## src/rtl/multdiv_sequencer_pkg.sv

```systemverilog
// rtl/multdiv_sequencer_pkg.sv - shared encodings and register/rstatus constants for the mult/div sequencer
package multdiv_sequencer_pkg;

    typedef enum logic [1:0] {
        S_IDLE   = 2'd0,
        S_LAUNCH = 2'd1,
        S_RUN    = 2'd2,
        S_DONE   = 2'd3
    } state_e;

    // rstatus codes are shared with the ALU-exception path
    localparam int REG_RSTATUS = 30;
    localparam int RSTATUS_MUL = 4;
    localparam int RSTATUS_DIV = 5;

endpackage

```

## src/rtl/multdiv_sequencer_sat_counter.sv

```systemverilog
// rtl/multdiv_sequencer_sat_counter.sv - saturating up-counter with sync clear and terminal-count flag
module multdiv_sequencer_sat_counter #(
    parameter int MAX = 64,
    parameter int W   = $clog2(MAX + 1)
) (
    input  logic clock,
    input  logic reset,
    input  logic clear_i,
    input  logic en_i,
    output logic tc_o
);

    logic [W-1:0] count_q, count_d;

    always_comb begin
        count_d = count_q;
        if (clear_i) begin
            count_d = '0;
        end else if (en_i && (count_q != W'(MAX))) begin
            count_d = count_q + W'(1);
        end
    end

    always_ff @(posedge clock) begin
        if (reset) begin
            count_q <= '0;
        end else begin
            count_q <= count_d;
        end
    end

    // Flags the enabled cycle that brings the count up to MAX.
    assign tc_o = en_i && (count_q == W'(MAX - 1));

endmodule

```

## src/rtl/multdiv_sequencer.sv

```systemverilog
// rtl/multdiv_sequencer.sv - X-stage sequencer: launches mult/div, stalls the pipe, emits one writeback
module multdiv_sequencer
    import multdiv_sequencer_pkg::*;
#(
    parameter int DATA_W  = 32,
    parameter int REG_W   = 5,
    parameter int TIMEOUT = 64
) (
    input  logic              clock,
    input  logic              reset,
    input  logic              x_valid,
    input  logic              mult_signal,
    input  logic              div_signal,
    input  logic [REG_W-1:0]  x_rd,
    input  logic              data_resultRDY,
    input  logic [DATA_W-1:0] data_result,
    input  logic              data_exception,
    output logic              ctrl_MULT,
    output logic              ctrl_DIV,
    output logic              stall,
    output logic              wb_valid,
    output logic [REG_W-1:0]  wb_rd,
    output logic [DATA_W-1:0] wb_data,
    output logic              busy,
    output logic              timeout_err
);

    state_e              state_q, state_d;
    logic                op_mult_q, op_mult_d;
    logic [REG_W-1:0]    rd_q, rd_d;
    logic                ctrl_mult_q, ctrl_mult_d;
    logic                ctrl_div_q, ctrl_div_d;
    logic                wb_valid_q, wb_valid_d;
    logic [REG_W-1:0]    wb_rd_q, wb_rd_d;
    logic [DATA_W-1:0]   wb_data_q, wb_data_d;
    logic                timeout_q, timeout_d;
    logic                cnt_clear, cnt_en, cnt_tc;

    multdiv_sequencer_sat_counter #(.MAX(TIMEOUT)) u_run_counter (
        .clock   (clock),
        .reset   (reset),
        .clear_i (cnt_clear),
        .en_i    (cnt_en),
        .tc_o    (cnt_tc)
    );

    always_comb begin
        state_d     = state_q;
        op_mult_d   = op_mult_q;
        rd_d        = rd_q;
        ctrl_mult_d = 1'b0;
        ctrl_div_d  = 1'b0;
        wb_valid_d  = 1'b0;
        wb_rd_d     = '0;
        wb_data_d   = '0;
        timeout_d   = timeout_q;
        cnt_clear   = 1'b0;
        cnt_en      = 1'b0;
        stall       = 1'b0;
        unique case (state_q)
            S_IDLE: begin
                if (x_valid && (mult_signal || div_signal)) begin
                    stall       = 1'b1;
                    op_mult_d   = mult_signal;
                    rd_d        = x_rd;
                    ctrl_mult_d = mult_signal;
                    ctrl_div_d  = !mult_signal;
                    state_d     = S_LAUNCH;
                end
            end
            S_LAUNCH: begin
                stall     = 1'b1;
                cnt_clear = 1'b1;
                state_d   = S_RUN;
            end
            S_RUN: begin
                stall  = 1'b1;
                cnt_en = 1'b1;
                // A result arriving on the last allowed cycle still wins over the abort.
                if (data_resultRDY) begin
                    state_d = S_DONE;
                    if (data_exception) begin
                        wb_valid_d = 1'b1;
                        wb_rd_d    = REG_W'(REG_RSTATUS);
                        wb_data_d  = op_mult_q ? DATA_W'(RSTATUS_MUL) : DATA_W'(RSTATUS_DIV);
                    end else if (rd_q != '0) begin
                        wb_valid_d = 1'b1;
                        wb_rd_d    = rd_q;
                        wb_data_d  = data_result;
                    end
                end else if (cnt_tc) begin
                    timeout_d = 1'b1;
                    state_d   = S_IDLE;
                end
            end
            S_DONE: begin
                state_d = S_IDLE;
            end
            default: state_d = S_IDLE;
        endcase
    end

    always_ff @(posedge clock) begin
        if (reset) begin
            state_q     <= S_IDLE;
            op_mult_q   <= 1'b0;
            rd_q        <= '0;
            ctrl_mult_q <= 1'b0;
            ctrl_div_q  <= 1'b0;
            wb_valid_q  <= 1'b0;
            wb_rd_q     <= '0;
            wb_data_q   <= '0;
            timeout_q   <= 1'b0;
        end else begin
            state_q     <= state_d;
            op_mult_q   <= op_mult_d;
            rd_q        <= rd_d;
            ctrl_mult_q <= ctrl_mult_d;
            ctrl_div_q  <= ctrl_div_d;
            wb_valid_q  <= wb_valid_d;
            wb_rd_q     <= wb_rd_d;
            wb_data_q   <= wb_data_d;
            timeout_q   <= timeout_d;
        end
    end

    assign ctrl_MULT   = ctrl_mult_q;
    assign ctrl_DIV    = ctrl_div_q;
    assign wb_valid    = wb_valid_q;
    assign wb_rd       = wb_rd_q;
    assign wb_data     = wb_data_q;
    assign busy        = (state_q != S_IDLE);
    assign timeout_err = timeout_q;

endmodule

```

## config.mk

```make
export PLATFORM = sky130hd
export DESIGN_NAME = multdiv_sequencer
export DESIGN_NICKNAME = d
export VERILOG_FILES = /design/src/rtl/multdiv_sequencer_pkg.sv /design/src/rtl/multdiv_sequencer_sat_counter.sv /design/src/rtl/multdiv_sequencer.sv
export SDC_FILE = /design/constraint.sdc
export NUM_CORES = 1
export LEC_CHECK = 0
export CAP_MARGIN = 20
export CORE_MARGIN = 2
export CORE_UTILIZATION = 41
export DETAILED_ROUTE_END_ITERATION = 16
export HOLD_SLACK_MARGIN = 0.12
export PLACE_DENSITY_LB_ADDON = 0.2
export SYNTH_ARGS = -nofsm -noshare
export SYNTH_HDL_FRONTEND = slang
export SYNTH_HIERARCHICAL = 1
export SYNTH_SLANG_ARGS = --single-unit
```

## constraint.sdc

```tcl
create_clock -name clock -period 2.4 [get_ports clock]
set_input_delay 0.48 -clock clock [delete_from_list [all_inputs] [get_ports clock]]
set_output_delay 0.48 -clock clock [all_outputs]
set_load 0.02 [all_outputs]
```

# Yosys cells after proc, flatten, opt, wreduce, memory -nomap -nowiden
# Index checks and enable logic that the tools add are counted.
# Widths: inputs -> output; s select.
op_classes:
  bitwise_logic: 5
  reduce_logical: 16
  eq_ne: 7
  mux: 15
  n_addsub: 1
ops:
  columns: ["cell", "count"]
  rows:
  - ["$mux 32", 2]
  - ["$mux 5", 2]
  - ["$pmux 2 s4", 1]
  - ["$add 7x1->7 const B", 1]
  - ["$eq 7x6->1 const B", 1]
  - ["$ne 7x7->1 const B", 1]
  - ["$mux 1", 6]
  - ["$mux 2", 3]
  - ["$reduce_or 3->1", 2]
  - ["$not 1->1", 5]
  - ["$reduce_bool 5->1", 1]
  - ["$reduce_or 5->1", 1]
  - ["$eq 2x2->1 const B", 2]
  - ["$reduce_and 2->1", 2]
  - ["$reduce_or 2->1", 2]
  - ["$logic_and 1x1->1", 3]
  - ["$ne 3x3->1 const B", 1]
  - ["$reduce_and 3->1", 1]
  - ["$eq 2x1->1 const B", 1]
  - ["$logic_not 2->1", 1]
  - ["$ne 2x2->1 const B", 1]
  - ["$pmux 1 s2", 1]
  - ["$reduce_bool 2->1", 1]
  - ["$logic_not 1->1", 1]
  - ["$logic_or 1x1->1", 1]
totals:
  elab_cells: 55
  regBits: 56
  input_bits: 44
  output_inout_bits: 43

# Depth between registers and ports, before layout
# Gate-level depths: netlist of the first run.
depth:
  depth_word: 6
  ltp_mapped: 7
  ltp_nobuf: 7

# By module
# The synthesis of the first run kept the hierarchy.
modules_own_cells:
  columns: ["module", "n_inst", "seq_area_each_um2", "cells_per_inst", "area_per_inst_um2"]
  rows:
  - ["multdiv_sequencer", 1, 980.9, 146, 1597.8]
  - ["multdiv_sequencer_sat_counter", 1, 140.1, 42, 355.3]

# Worst setup path before layout of the first run
# Ideal clock, no wire load.
synth_timing:
  path_type: "flip-flop to flip-flop"
  from: "register state_q[0]"
  to: "register state_q[0]"
  setup_slack_ps: 616
  arrival_ps: 1712
  required_ps: 2328
  n_path_buf: 0
  path_stages_with_launch: 8
  synth_period_minus_slack_ps: 1784
  setup_time_ps: 72
  path_cell_list: "dfxtp_1 inv_1 ha_1 nand4_1 nor3_1 nor3b_1 a21oi_1 mux2i_1"
synth_between:
  elab_chain_cells: 5
  word_cells_on_any_way: 10
  classes_between: "5 x eq/ne; 2 x mux; 3 x reduce/logical"
synth_rtl:
  columns: ["element", "line_no", "source"]
  rows:
  - ["start: declaration", "multdiv_sequencer.sv:28", "state_e state_q, state_d;"]
  - ["start signal: assignment", "multdiv_sequencer.sv:115", "state_q <= state_d;"]
  - ["$eq 2x2->1", "multdiv_sequencer.sv:60", "unique case (state_q)"]
  - ["$mux 1", "multdiv_sequencer.sv:60", null]
  - ["net cnt_en", "multdiv_sequencer.sv:37", "logic cnt_clear, cnt_en, cnt_tc;"]
  - ["$logic_and 1x1->1", "multdiv_sequencer_sat_counter.sv:33", "assign tc_o = en_i && (count_q == W'(MAX - 1));"]
  - ["net cnt_tc", "multdiv_sequencer.sv:37", null]
  - ["$ne 3x3->1 (no line)", null, null]
  - ["$reduce_and 2->1 (no line)", null, null]
# The timed path passes the listed nets, and every way through them passes these cells.
# A chain may end at the register's enable or synchronous reset.

# Final worst setup path of the first run
layout_timing:
  from: "register state_q[0]"
  to: "output busy"
layout_between:
  elab_chain_cells: 1
layout_rtl:
  columns: ["element", "line_no", "source"]
  rows:
  - ["$reduce_bool 2->1", "multdiv_sequencer.sv:132", "assign busy = (state_q != S_IDLE);"]
  - ["end: declaration", "multdiv_sequencer.sv:24", "output logic busy,"]
# Every way passes these cells.

==> impl_results.md, run 1 <==
- Synthesis Warnings: 6
- Root Buffer: clkbuf_8
- Overflow after GRT: 0
- Worst Path Arrival: 1.73 ns
- Final setup fails: 0
- Num ports: 87
- GRT Total Usage: 15.72%
- # Post-CTS Setup Buffers: 0
- Period utilization: 91.93%
- Share of cells above drive strength 1: 7.420%
- Metal3 WL: 326 um
- Most common cell after layout, fill and taps aside: clkdlybuf4s50_1
- Top Layer Used: met4
- Vias in the first global route: 1396
- Unrepaired setup endpoints after global routing: false
- Layout net count: 333
- Final WL: 4073 um
- WS Path Type: reg -> out
- I/O Buffers: 86
- Largest net degree at the start of global routing: 31
- Detailed Place HPWL: 3056 um
- Synth Instances: 188
- Status: finished, final reports clean
- Antenna-violating nets left: 0
- Number of synthesized register bits: 56
- Initial Utilization: 41.91%
- Clock transition at path regs: 0.10 ns
- Final GP Congestion: 0.7949
- Core Area: 4661 sq um
- Rows: 25
- Global-route wire length before repair: 6354 um
- Initial drt markers: 29
- Skew-Pair Late Insertion Delay: 0.31 ns
- Vias post-DR: 1566
- Drt drc: 0
- Type of origin of the critical path: flop
- Longest Clk Path Bufs: 2
- Clock Skew: 0.006783 ns
- Hold/Removal Path Class: reg -> reg
- Total Neg Setup Slack: 0 ns
- Met2 wire length: 1799 um
- Initial antenna violation count: 0
- Post-route setup slack: 0.1937 ns
- Crit. End Element: primary output
- M1 WL: 1876 um
- Vias per Instance: 4.647
- Synth Cell Area: 1953 sq um
- Final-report hold violation count: 0
- Max frequency: 453.3 MHz
- Utilization of the core after routing: 64.35%
- H-tree levels: 2
- Library cells used by synthesis: 32
- Sequential area share after synthesis: 57.40%
- Synth Net Count: 239
- CTS tree: yes
- Max Slew Vio Count: 0
- Die area: 5332 sq um
- Pwr Density: 669.6 nW/um^2
- Chip Height: 73.02 um
- Hold-fix buffers, CTS: 0
- Setup WS pre-CTS: 0.03881 ns
- First-pass DRT Iterations: 4
- Max-cap violations: 0
- Max Fanout on Critical Path: 5
- Tmin final: 2.206 ns
- Worst EP required: 1.92 ns
- Worst VDD drop: 411.6 uV
- Drt wl/cell: 12.09 um
- Pleak: 1.218 nW
- Commonest cells after routing, fill and taps aside: clkdlybuf4s50_1 (85), dfxtp_1 (56), and2_1 (30), nor2_1 (20), inv_1 (10)
- Rel. slew slack: 76.97%
- CTS sink cnt: 56
- Number of diodes: 0
- P&R area growth vs syn: 53.56%
- Slew @ Worst Pin: 0.3409 ns
- Syn avg cell area: 10.39 sq um
- CTS Buf Count: 5
- Die width: 73.02 um
==> what timing repair did <==
| action | CTS | global route |
|---|---|---|
| resized for setup | 1 | 0 |
| endpoints found under the setup margin | 1 | 0 |
| hold endpoints to repair | 0 | 0 |
==> synth_stat cells, drive strengths merged <==
cell / instances / area, sq um
dfxtp: 56 / 1121
xor2: 2 / 17.52
o211ai: 2 / 20.02
o2bb2ai: 1 / 8.760
nand3b: 1 / 20.02
a21oi: 8 / 40.04
a22oi: 1 / 7.510
a311o: 1 / 11.26
ha: 7 / 87.58
a211oi: 1 / 12.51
o21a: 2 / 15.01
nand2: 9 / 33.78
clkbuf: 5 / 22.52
nor3b: 3 / 22.52
inv: 10 / 37.54
nand4: 2 / 18.77
nand2b: 4 / 25.02
or3: 1 / 6.260
nor2b: 1 / 6.260
a31oi: 2 / 12.51
o21ai: 3 / 15.01
mux2i: 8 / 80.08
nor2: 20 / 75.07
and2: 30 / 187.7
nand3: 1 / 5.000
nor3: 3 / 15.01
or4: 1 / 7.510
or2: 2 / 12.51
a41oi: 1 / 8.760
==> flip-flops by register name, summed over array words and instances (netlist names) <==
signal                 count
rd_q                       5
op_mult_q                  1
ctrl_DIV                   1
wb_rd                      5
ctrl_MULT                  1
u_run_counter/count_q      7
state_q                    2
timeout_err                1
wb_data                   32
wb_valid                   1
==> kinds of logic after synthesis <==
group / count (synthesis) / synth area share (%)
simple gates: 78 / 22.29
fa+ha+maj: 7 / 4.484
mux: 8 / 4.100
compound gates: 22 / 7.751
buf+inv: 15 / 3.075
flops: 56 / 57.40
xor+xnor: 2 / 0.8970
==> cell type report <==
class / count / area (sq um)
repair buffers: 92 / 904.6
multi-input cells: 117 / 772.0
clock buffers: 6 / 82.58
flip-flops and latches: 56 / 1121
clock inverters: 2 / 13.76
inverters: 10 / 37.54
well taps: 54 / 67.56
fillers: 377 / 1662
==> report_power, final <==
part	internal [mW]	leakage, nW	switching (mW)
registers	0.972	0.452	0.0342
logic	0.238	0.714	0.232
clock network	0.236	0.0516	0.296
==> worst max-delay path, stage by stage (launching register included) <==
cell and delay (ns):
dfxtp_1 0.38, inv_1 0.10, ha_1 0.27, inv_1 0.07, clkdlybuf4s50_1 0.60
==> per-stage QoR <==
step | cells | area (sq um) | hold WS (ns) | power, mW
final | 337 | 2999 | 0.4595 | 2.008
after global routing | 337 | 2999 | 0.4949 | 2.122
after CTS | 337 | 2999 | 0.4593 | 2.036
after detailed placement | 329 | 2904 | 0.4452 | 1.510
after global placement | 329 | 2904 | 0.4433 | 1.505
after floorplan | 188 | 1953 | 0.4312 | 1.301
==> per-layer routing <==
layer / vias to the layer above / track usage (%)
met5: - / 0
met4: 0 / 6.790
met3: 6 / 5.387
met2: 68 / 24.32
met1: 692 / 19.83
li1: 800 / -
==> path summary, 6_finish.rpt <==
path	start	end	slack, ns	depth (start not counted)
worst max-delay path	state_q[0]	busy	0.19	4
worst min-delay path	op_mult_q	op_mult_q	0.46	2
worst max register to register	state_q[0]	state_q[0]	0.65	8
worst min register to register	op_mult_q	op_mult_q	0.46	2
Note: power is estimated with default switching activity, not from simulation.
==> run 2, diff against run 1 <==
--- a/config.mk
+++ b/config.mk
@@ -9,7 +9,7 @@
 export CORE_MARGIN = 2
 export CORE_UTILIZATION = 41
 export DETAILED_ROUTE_END_ITERATION = 16
-export HOLD_SLACK_MARGIN = 0.12
+export HOLD_SLACK_MARGIN = 0.1
 export PLACE_DENSITY_LB_ADDON = 0.2
 export SYNTH_ARGS = -nofsm -noshare
 export SYNTH_HDL_FRONTEND = slang
==> results of run 2 <==
No change in the layout: final DEF, timing and power equal those of run 1.
==> run 3, diff against run 2 <==
--- a/config.mk
+++ b/config.mk
@@ -10,7 +10,7 @@
 export CORE_UTILIZATION = 41
 export DETAILED_ROUTE_END_ITERATION = 16
 export HOLD_SLACK_MARGIN = 0.1
-export PLACE_DENSITY_LB_ADDON = 0.2
+export PLACE_DENSITY = 0.82
 export SYNTH_ARGS = -nofsm -noshare
 export SYNTH_HDL_FRONTEND = slang
 export SYNTH_HIERARCHICAL = 1
==> run 3 against run 2 <==
Cell count unchanged. Combinational power about the same. Register-to-register slack improved by 0.06 ns. Clock-buffer cell count unchanged. Maximum frequency decreased by 1.4%. Sequential cell count unchanged. Core utilization increased by 0.32 points. Sequential share of layout area decreased by 0.19 points.
==> impl_results.md, run 3 (synthesis results as in run 1) <==
- Status: finished, final reports clean (unchanged)
- Final-report hold violation count: 0 (unchanged)
- Core Area: 4661 sq um (unchanged)
- Crit. End Element: primary output (unchanged)
- Num ports: 87 (unchanged)
- Final WL: 4125 um (was 4073 um)
- Hold-fix buffers, CTS: 0 (unchanged)
- Rows: 25 (unchanged)
- WS Path Type: reg -> out (unchanged)
- P&R area growth vs syn: 54.32% (was 53.56%)
- Drt drc: 0 (unchanged)
- Worst r2r dst: state_q[0] (unchanged)
- Vias post-DR: 1541 (was 1566)
- CTS sink cnt: 56 (unchanged)
- Longest Clk Path Bufs: 2 (unchanged)
- Critical path startpoint: state_q[1] (was state_q[0])
- Tmin final: 2.237 ns (was 2.206 ns)
- P_int: 1.526 mW (was 1.446 mW)
- RR Startpoint: state_q[0] (unchanged)
- Detailed Place HPWL: 3150 um (was 3056 um)
- Overflow after GRT: 0 (unchanged)
- Share of cells above drive strength 1: 7.067% (was 7.420%)
- Total power: 2.096 mW (was 2.008 mW)
- Clock transition at path regs: 0.10 ns (about the same)
- Chip Height: 73.02 um (unchanged)
- Die area: 5332 sq um (unchanged)
- Initial drt markers: 28 (was 29)
- Vias in the first global route: 1413 (was 1396)
- First-pass DRT Iterations: 4 (unchanged)
- Most common cell after layout, fill and taps aside: clkdlybuf4s50_1 (unchanged)
- Initial antenna violation count: 0 (unchanged)
- Clock Skew: 0.008708 ns (was 0.006783 ns)
- CTS Buf Count: 5 (unchanged)
- Number of diodes: 0 (unchanged)
- Unrepaired setup endpoints after global routing: false (unchanged)
- Post-CTS Resized: 1 (unchanged)
- Final setup fails: 0 (unchanged)
- Switch share: 27.16% (was 27.99%)
- Max-cap violations: 0 (unchanged)
- Fill cell count: 377 (unchanged)
- Rel. slew slack: 77.15% (was 76.97%)
- Drt wl/cell: 12.24 um (was 12.09 um)
- I/O Buffers: 86 (unchanged)
- Die width: 73.02 um (unchanged)
- Register Area: 1121 sq um (unchanged)
- Worst VDD drop: 475.4 uV (was 411.6 uV)
- Initial Utilization: 41.91% (unchanged)
- H-tree levels: 2 (unchanged)
- Period utilization: 93.23% (was 91.93%)
- Power share of the clock group: 29.4% (was 26.5%)
- Hold/Removal Path Class: reg -> reg (unchanged)
- Utilization of the core after routing: 64.67% (was 64.35%)
- Post-route setup slack: 0.1626 ns (was 0.1937 ns)
- Max Slew Vio Count: 0 (unchanged)
- Vias per Instance: 4.573 (was 4.647)
- # Post-CTS Setup Buffers: 0 (unchanged)
- Type of origin of the critical path: flop (unchanged)
- Pleak: 1.222 nW (was 1.218 nW)
- WHS: 0.4730 ns (was 0.4595 ns)
- Layout net count: 333 (unchanged)
- GRT Total Usage: 15.39% (was 15.72%)
- Antenna-violating nets left: 0 (unchanged)
- Max Fanout on Critical Path: 5 (unchanged)
- Max frequency: 446.9 MHz (was 453.3 MHz)
- Worst EP required: 1.92 ns (about the same)
- Pwr Density: 695.2 nW/um^2 (was 669.6 nW/um^2)
- FF-to-FF setup slack: 0.71 ns (was 0.65 ns)
- Worst Path Arrival: 1.76 ns (was 1.73 ns)
- Multi-input gate area in the final layout: 772.0 sq um (unchanged)
- Setup WS pre-CTS: 0.03871 ns (was 0.03881 ns)
- Skew-Pair Late Insertion Delay: 0.30 ns (was 0.31 ns)
- Root Buffer: clkbuf_8 (unchanged)
- Global-route wire length before repair: 6410 um (was 6354 um)
- Comb pwr share: 22.5% (was 23.4%)
- Total Neg Setup Slack: 0 ns (unchanged)
- Commonest cells after routing, fill and taps aside: clkdlybuf4s50_1 (85), dfxtp_1 (56), and2_1 (30), nor2_1 (20), inv_1 (10) (unchanged)
- Slew @ Worst Pin: 0.3382 ns (was 0.3409 ns)
- Sequential Power Share: 48.1% (was 50.1%)
- R2R cell count: 7 (was 8)
- Switch Pwr: 569.1 uW (was 562.0 uW)
- CTS tree: yes (unchanged)
- Largest net degree at the start of global routing: 31 (unchanged)
- Max FFs per register: 32 (unchanged)
- Final GP Congestion: 0.8130 (was 0.7949)
- Setup crit end: busy (unchanged)
run 3: cell types whose count changed in the layout (fill, tap and decap cells not counted), sizes merged:
cell / before / now
clkinv: 1 / 0
bufinv: 0 / 1
run 3: layout make-up:
| class | instances | share of cell area [%] |
|---|---|---|
| Clock inverter | 2 | 1.287 |
| Multi-Input combinational cell | 117 | 25.61 |
| Sequential cell | 56 | 37.19 |
| Tap cell | 54 | 2.242 |
| Timing Repair Buffer | 92 | 30.01 |
| Clock buffer | 6 | 2.408 |
| Inverter | 10 | 1.245 |
run 3: worst min path at each step:
| stage | startpoint | end | slack, ns | cells after the start |
|---|---|---|---|---|
| detailed placement | op_mult_q | op_mult_q | 0.46 | 2 |
| global placement | op_mult_q | op_mult_q | 0.44 | 2 |
| global route | op_mult_q | op_mult_q | 0.49 | 2 |
| CTS | op_mult_q | op_mult_q | 0.48 | 2 |
| finish | op_mult_q | op_mult_q | 0.47 | 2 |
| floorplan | op_mult_q | op_mult_q | 0.43 | 2 |
run 3: layer usage:
layer / part of all wire [%] / track usage, % / vias to the layer above / routed length, um
met5: 0 / 0 / - / 0
met4: 2.7 / 6.584 / 0 / 110
met3: 5.5 / 4.282 / 10 / 228
met2: 49 / 25.53 / 55 / 2024
met1: 43 / 18.60 / 675 / 1762
li1: - / - / 801 / -
run 3: power by group through the flow:
stage	Sequential (mW)	Clock (mW)	Combinational [mW]
2_1_floorplan	1.04	0	0.265
3_3_place_gp	1.03	0	0.473
3_5_place_dp	1.03	0	0.481
4_1_cts	1.01	0.633	0.476
5_1_grt	1.01	0.671	0.522
6_report	1.01	0.616	0.471
run 3: worst max-delay path, cell delays in order, from the launching register on:
cell and delay (ns):
dfxtp_1 0.42, inv_1 0.10, ha_1 0.26, inv_1 0.08, clkdlybuf4s50_1 0.59
run 3: through the flow:
step / std cells / instance area (sq um)
after floorplan: 188 / 1953
after global placement: 329 / 2904
after detailed placement: 329 / 2904
after CTS: 337 / 3014
after global routing: 337 / 3014
final: 337 / 3014
